--- src/rtl/cpu_debug_display.sv ---
// Debug front panel for a single-cycle CPU. Each committed instruction can be
// captured into snapshot registers. A 4-digit multiplexed 7-segment display
// shows the low bytes of the selected datapath values, chosen by slide switches.
module cpu_debug_display #(
    parameter int unsigned REFRESH_DIV = 100000
) (
    input  logic        clk,
    input  logic        Reset,
    input  logic        step_pulse,
    input  logic [1:0]  view_sel,
    input  logic [31:0] pc_out,
    input  logic [31:0] pc_next,
    input  logic [31:0] reg_data1,
    input  logic [31:0] reg_data2,
    input  logic [31:0] alu_result,
    input  logic [31:0] data_out,
    input  logic [4:0]  rs_addr,
    input  logic [4:0]  rt_addr,
    output logic [3:0]  an,
    output logic [7:0]  seg,
    output logic        snap_valid
);
    localparam int unsigned CW = $clog2(REFRESH_DIV);
    localparam logic [CW-1:0] CNT_MAX = CW'(REFRESH_DIV - 1);

    // Only the low bytes are ever displayed, so only those are kept.
    logic [7:0]    snap_pc_q, snap_pcn_q, snap_rd1_q, snap_rd2_q, snap_alu_q, snap_dout_q;
    logic [4:0]    snap_rs_q, snap_rt_q;
    logic          valid_q;
    logic [1:0]    sync1_q, sync2_q;
    logic [CW-1:0] cnt_q, cnt_d;
    logic [1:0]    idx_q, idx_d;
    logic [3:0]    an_q, an_d;
    logic [7:0]    seg_q, seg_d, hex_seg;
    logic [15:0]   word;
    logic [3:0]    nib_arr [4];

    // Upper datapath bits are intentionally not shown on the panel.
    logic unused_bits;
    assign unused_bits = ^{pc_out[31:8], pc_next[31:8], reg_data1[31:8],
                           reg_data2[31:8], alu_result[31:8], data_out[31:8]};

    // Split the selected 16-bit view into digits; index 0 is the rightmost digit.
    genvar gi;
    generate
        for (gi = 0; gi < 4; gi++) begin : g_nib
            assign nib_arr[gi] = word[gi*4 +: 4];
        end
    endgenerate

    // Scan timing, view selection, hex decode and next anode/segment values.
    always_comb begin
        cnt_d   = cnt_q + CW'(1);
        idx_d   = idx_q;
        word    = 16'h0000;
        hex_seg = 8'hFF;
        if (cnt_q == CNT_MAX) begin
            cnt_d = '0;
            idx_d = idx_q + 2'd1;
        end
        case (sync2_q)
            2'd0:    word = {snap_pc_q, snap_pcn_q};
            2'd1:    word = {3'b000, snap_rs_q, snap_rd1_q};
            2'd2:    word = {3'b000, snap_rt_q, snap_rd2_q};
            default: word = {snap_alu_q, snap_dout_q};
        endcase
        case (nib_arr[idx_q])
            4'h0: hex_seg = 8'hC0;
            4'h1: hex_seg = 8'hF9;
            4'h2: hex_seg = 8'hA4;
            4'h3: hex_seg = 8'hB0;
            4'h4: hex_seg = 8'h99;
            4'h5: hex_seg = 8'h92;
            4'h6: hex_seg = 8'h82;
            4'h7: hex_seg = 8'hF8;
            4'h8: hex_seg = 8'h80;
            4'h9: hex_seg = 8'h90;
            4'hA: hex_seg = 8'h88;
            4'hB: hex_seg = 8'h83;
            4'hC: hex_seg = 8'hC6;
            4'hD: hex_seg = 8'hA1;
            4'hE: hex_seg = 8'h86;
            default: hex_seg = 8'h8E;
        endcase
        // Blank all anodes for the first count of each digit to avoid ghosting.
        an_d  = (cnt_q == '0) ? 4'hF : ~(4'b0001 << idx_q);
        seg_d = valid_q ? hex_seg : 8'hBF;
    end

    // State update: scan counters, switch synchronizer, snapshot capture, outputs.
    always_ff @(posedge clk) begin
        if (Reset) begin
            cnt_q       <= '0;
            idx_q       <= 2'd0;
            sync1_q     <= 2'd0;
            sync2_q     <= 2'd0;
            valid_q     <= 1'b0;
            snap_pc_q   <= 8'h00;
            snap_pcn_q  <= 8'h00;
            snap_rd1_q  <= 8'h00;
            snap_rd2_q  <= 8'h00;
            snap_alu_q  <= 8'h00;
            snap_dout_q <= 8'h00;
            snap_rs_q   <= 5'd0;
            snap_rt_q   <= 5'd0;
            an_q        <= 4'hF;
            seg_q       <= 8'hFF;
        end else begin
            cnt_q   <= cnt_d;
            idx_q   <= idx_d;
            sync1_q <= view_sel;
            sync2_q <= sync1_q;
            an_q    <= an_d;
            seg_q   <= seg_d;
            if (step_pulse) begin
                valid_q     <= 1'b1;
                snap_pc_q   <= pc_out[7:0];
                snap_pcn_q  <= pc_next[7:0];
                snap_rd1_q  <= reg_data1[7:0];
                snap_rd2_q  <= reg_data2[7:0];
                snap_alu_q  <= alu_result[7:0];
                snap_dout_q <= data_out[7:0];
                snap_rs_q   <= rs_addr;
                snap_rt_q   <= rt_addr;
            end
        end
    end

    assign an         = an_q;
    assign seg        = seg_q;
    assign snap_valid = valid_q;
endmodule

--- config.mk ---
export PLATFORM = sky130hd
export DESIGN_NAME = cpu_debug_display
export DESIGN_NICKNAME = d
export VERILOG_FILES = /design/src/rtl/cpu_debug_display.sv
export SDC_FILE = /design/constraint.sdc
export NUM_CORES = 1
export LEC_CHECK = 0
export BUFFER_PORTS_ARGS = -buffer_cell sky130_fd_sc_hd__buf_4
export CAP_MARGIN = 40
export CORE_MARGIN = 8
export CORE_UTILIZATION = 49
export CTS_CLUSTER_DIAMETER = 200
export CTS_CLUSTER_SIZE = 40
export DETAILED_ROUTE_END_ITERATION = 10
export PLACE_DENSITY = 0.84
export SETUP_SLACK_MARGIN = 0.1
export SYNTH_ARGS = -nofsm -noshare
export SYNTH_HDL_FRONTEND = slang
export SYNTH_SLANG_ARGS = --single-unit
export TNS_END_PERCENT = 100
--- constraint.sdc ---
create_clock -name clk -period 5.49 [get_ports clk]
set_clock_uncertainty 0.2 [all_clocks]
set_input_delay 0.2745 -clock clk [delete_from_list [all_inputs] [get_ports clk]]
set_output_delay 0.2745 -clock clk [all_outputs]
set_load 0.05 [all_outputs]
==> run metrics <==
chip height=between 100 and 150 um; slowest stage delay, CP=about 0.6 ns; R2R Setup Slk=between 2 and 2.5 ns; status=completed; RR Startpoint=sync2_q[0]; Distinct cells, synth=52; final WL=9740 um; cell count after synthesis=about 400; Synth area leader=dfxtp_1; maximum vdd drop=~130 uV; CP dominant cell by count=mux2i_1; crit path DAT=3.32 ns; EDFF count, synth=0; post-synth top area share=between 40 and 50%; CP max-delay cell=dfxtp_1; Startpoint Class=flop; Mapped Avg Cell Area=approximately 10 um^2; core area=around 8000 um^2; Tot Pwr=~1400 uW; layout cells sized above 1=between 20 and 25%; CTS tree=yes; CTS resizes=0; Initial DRC Count=~140; Crit Path Max Fanout=14; Hold Path Class=in -> reg; crit path to=seg[3]; number of I/O port buffers=74; clock sinks=93; dpl hpwl=between 6000 and 7000 um; post-route clock period utilization=roughly 60%; Starting Density=between 50% and 60%; die area=approximately 12000 um^2; post-place instance area=4740 um^2; Std-Cell Rows=33; Synth Cell Area=around 4100 um^2; Primary FF master, synth=dfxtp_1; WS Path Type=reg -> reg; final setup fails=0; FMAX=~300 MHz; Setup TNS Final=0 ns; GPL Wtd Cong=around 0.82; CP Cell Sequence=buf_4 > mux2i_1 > a22o_1 > a31o_2 > mux2i_1 > inv_1 > ha_1 > and3_1 > nor4_1 > a31oi_1; first-pass GRT wire length=around 17000 um; vias per cell=between 5 and 6; CTS Buf Count=9; count leader, synth=dfxtp_1; vias in the first global route=3465; total congestion overflow=0; Nets=748; Ys Warns=0; leakage=around 0.0024 uW; # diodes=0; Reg2Reg Depth=10; mean routed wirelength per cell=roughly 15 um; sequential fraction of the synthesis area=44.9%; Worst-path clk slew=roughly 0.10 ns; Synth top cells by count=dfxtp_1 (93), nor2_1 (92), mux2i_1 (69), ha_1 (12); unrepaired setup endpoints after global routing=false; worst skew pair latency=0.37 ns; synth top area cells=dfxtp_1 (45%), mux2i_1 (17%), nor2_1 (8.3%); synthesized flop and latch total=a little over 90; Max clock buf depth=2; measured slew at the worst slew-check pin=between 0.9 and 1 ns; io pins=between 200 and 250; Slew Viols, Final=0; Critical path origin=sync2_q[0]; relative slew slack=37.7%; Final Hold Vio Count=0; worst flop-to-flop path endpoint=seg[3]; Antenna Violating Nets Remaining=0; Tmin final=3.31 ns; final instance area=5530 um^2; Total GRT Usage=17.6%; Root Driver=clkbuf_8; Layout area overhead=33.4%; asr flop ratio synth=0%; vias=between 3k and 4k; chip width=between 100 and 150 um; Worst Path Required=about 5.5 ns; largest net degree at the start of global routing=slightly above 70; antenna violations before repair=0; Remaining DRCs=0; H-tree depth=3; MaxCap Viol Count=0; Synthesized Nets=roughly 630; utilization after layout=approximately two thirds; DRT Pass-1 Iters=4; Setup crit end kind=flop; Pwr Density=~250 nW/um^2
-- flip-flops by register name (all words and copies together), names as in the netlist, 4 cells and up --
signal / count
snap_rd1_q: 8
snap_pcn_q: 8
snap_dout_q: 8
snap_rd2_q: 8
snap_alu_q: 8
snap_rs_q: 5
snap_pc_q: 8
an: 4
snap_rt_q: 5
seg: 7
cnt_q: 17
-- metrics by stage --
step | setup slack [ns] | hold WS, ns | instances
2_1_floorplan | 2.93 | 0.203 | 407
3_3_place_gp | 2.32 | 0.217 | 562
3_5_place_dp | 2.15 | 0.233 | 563
4_1_cts | 2.12 | 0.182 | 639
5_1_grt | 1.91 | 0.195 | 639
6_report | 2.18 | 0.197 | 639
-- worst min path at each step --
stage	from	endpoint	slack, ns	depth (start not counted)
CTS	step_pulse	snap_valid	0.18	3
finish	step_pulse	snap_valid	0.20	3
global placement	sync1_q[1]	sync2_q[1]	0.22	1
global route	step_pulse	snap_valid	0.19	3
floorplan	view_sel[0]	sync1_q[0]	0.20	1
detailed placement	sync1_q[0]	sync2_q[0]	0.23	1
-- kinds of logic (layout without fill, tap and decap cells) --
logic type | Yosys count | after routing | share of synthesized area [%]
AOI/OAI and AO/OA | 25 | 25 | 4.52
xor gates and xnor gates | 16 | 16 | 3.38
adders and majority gates | 12 | 12 | 3.62
buffers and inverters | 35 | 162 | 3.95
DFF | 93 | 93 | 44.9
muxes | 84 | 84 | 24.4
other | 1 | 1 | 0.0904
and+or+nand+nor | 141 | 141 | 15.1
-- worst max-delay path: cells and delay by family, from the launching register on --
kind	cells	cell delay (ns)
AND/OR/NAND/NOR	2	0.43
flip-flops	1	0.60
buffers and inverters	2	0.48
AO/OA/AOI/OAI	3	0.54
multiplexers	2	0.58
adder cells (fa/ha/maj)	1	0.30
-- placed cells by master (no fill, tap or decap), types with 3 or more instances in the layout --
| cell | n |
|---|---|
| dlygate4sd3_1 | 60 |
| buf_4 | 75 |
| a31oi_1 | 6 |
| nand2_1 | 9 |
| xnor2_1 | 8 |
| nor2b_1 | 5 |
| clkbuf_8 | 9 |
| and3_1 | 7 |
| nand4_1 | 3 |
| mux4_2 | 7 |
| nand3_1 | 11 |
| dfxtp_1 | 93 |
| inv_1 | 7 |
| a21oi_1 | 3 |
| nor4_1 | 3 |
| nor3_1 | 3 |
| mux4_1 | 4 |
| mux2i_1 | 69 |
| nor2_1 | 92 |
| ha_1 | 12 |
| xor2_1 | 8 |
-- power breakdown --
| group | leakage [uW] | internal, uW | switching [uW] |
|---|---|---|---|
| clock network | 0.0000903 | 175 | 255 |
| logic | 0.00159 | 121 | 105 |
| registers | 0.000765 | 708 | 20.5 |
| total | 0.00245 | 1000 | 381 |
-- area by class of cell --
cell class                 instances  area (um^2)
tap                              105          131
clock inverter                     7         63.8
fill                             602         2680
timing repair buffer             136         1190
multi-input combinational        279         2120
inverter                          10         37.5
clock buffer                       9          124
sequential                        93         1860
-- timing repair --
action,4_1_cts,5_1_grt
hold buffers,60,0
buffers inserted,0,0
hold endpoints to repair,60,0
-- metal layers --
metal	vias up	part of all wire, %	GRT usage (%)
met5	-	0	0
met4	0	1.3	6.44
met3	8	5.5	4.58
met2	75	49	28.9
met1	1560	45	21.8
li1	1664	-	-
No activity file was read; power rests on OpenSTA's default activity.
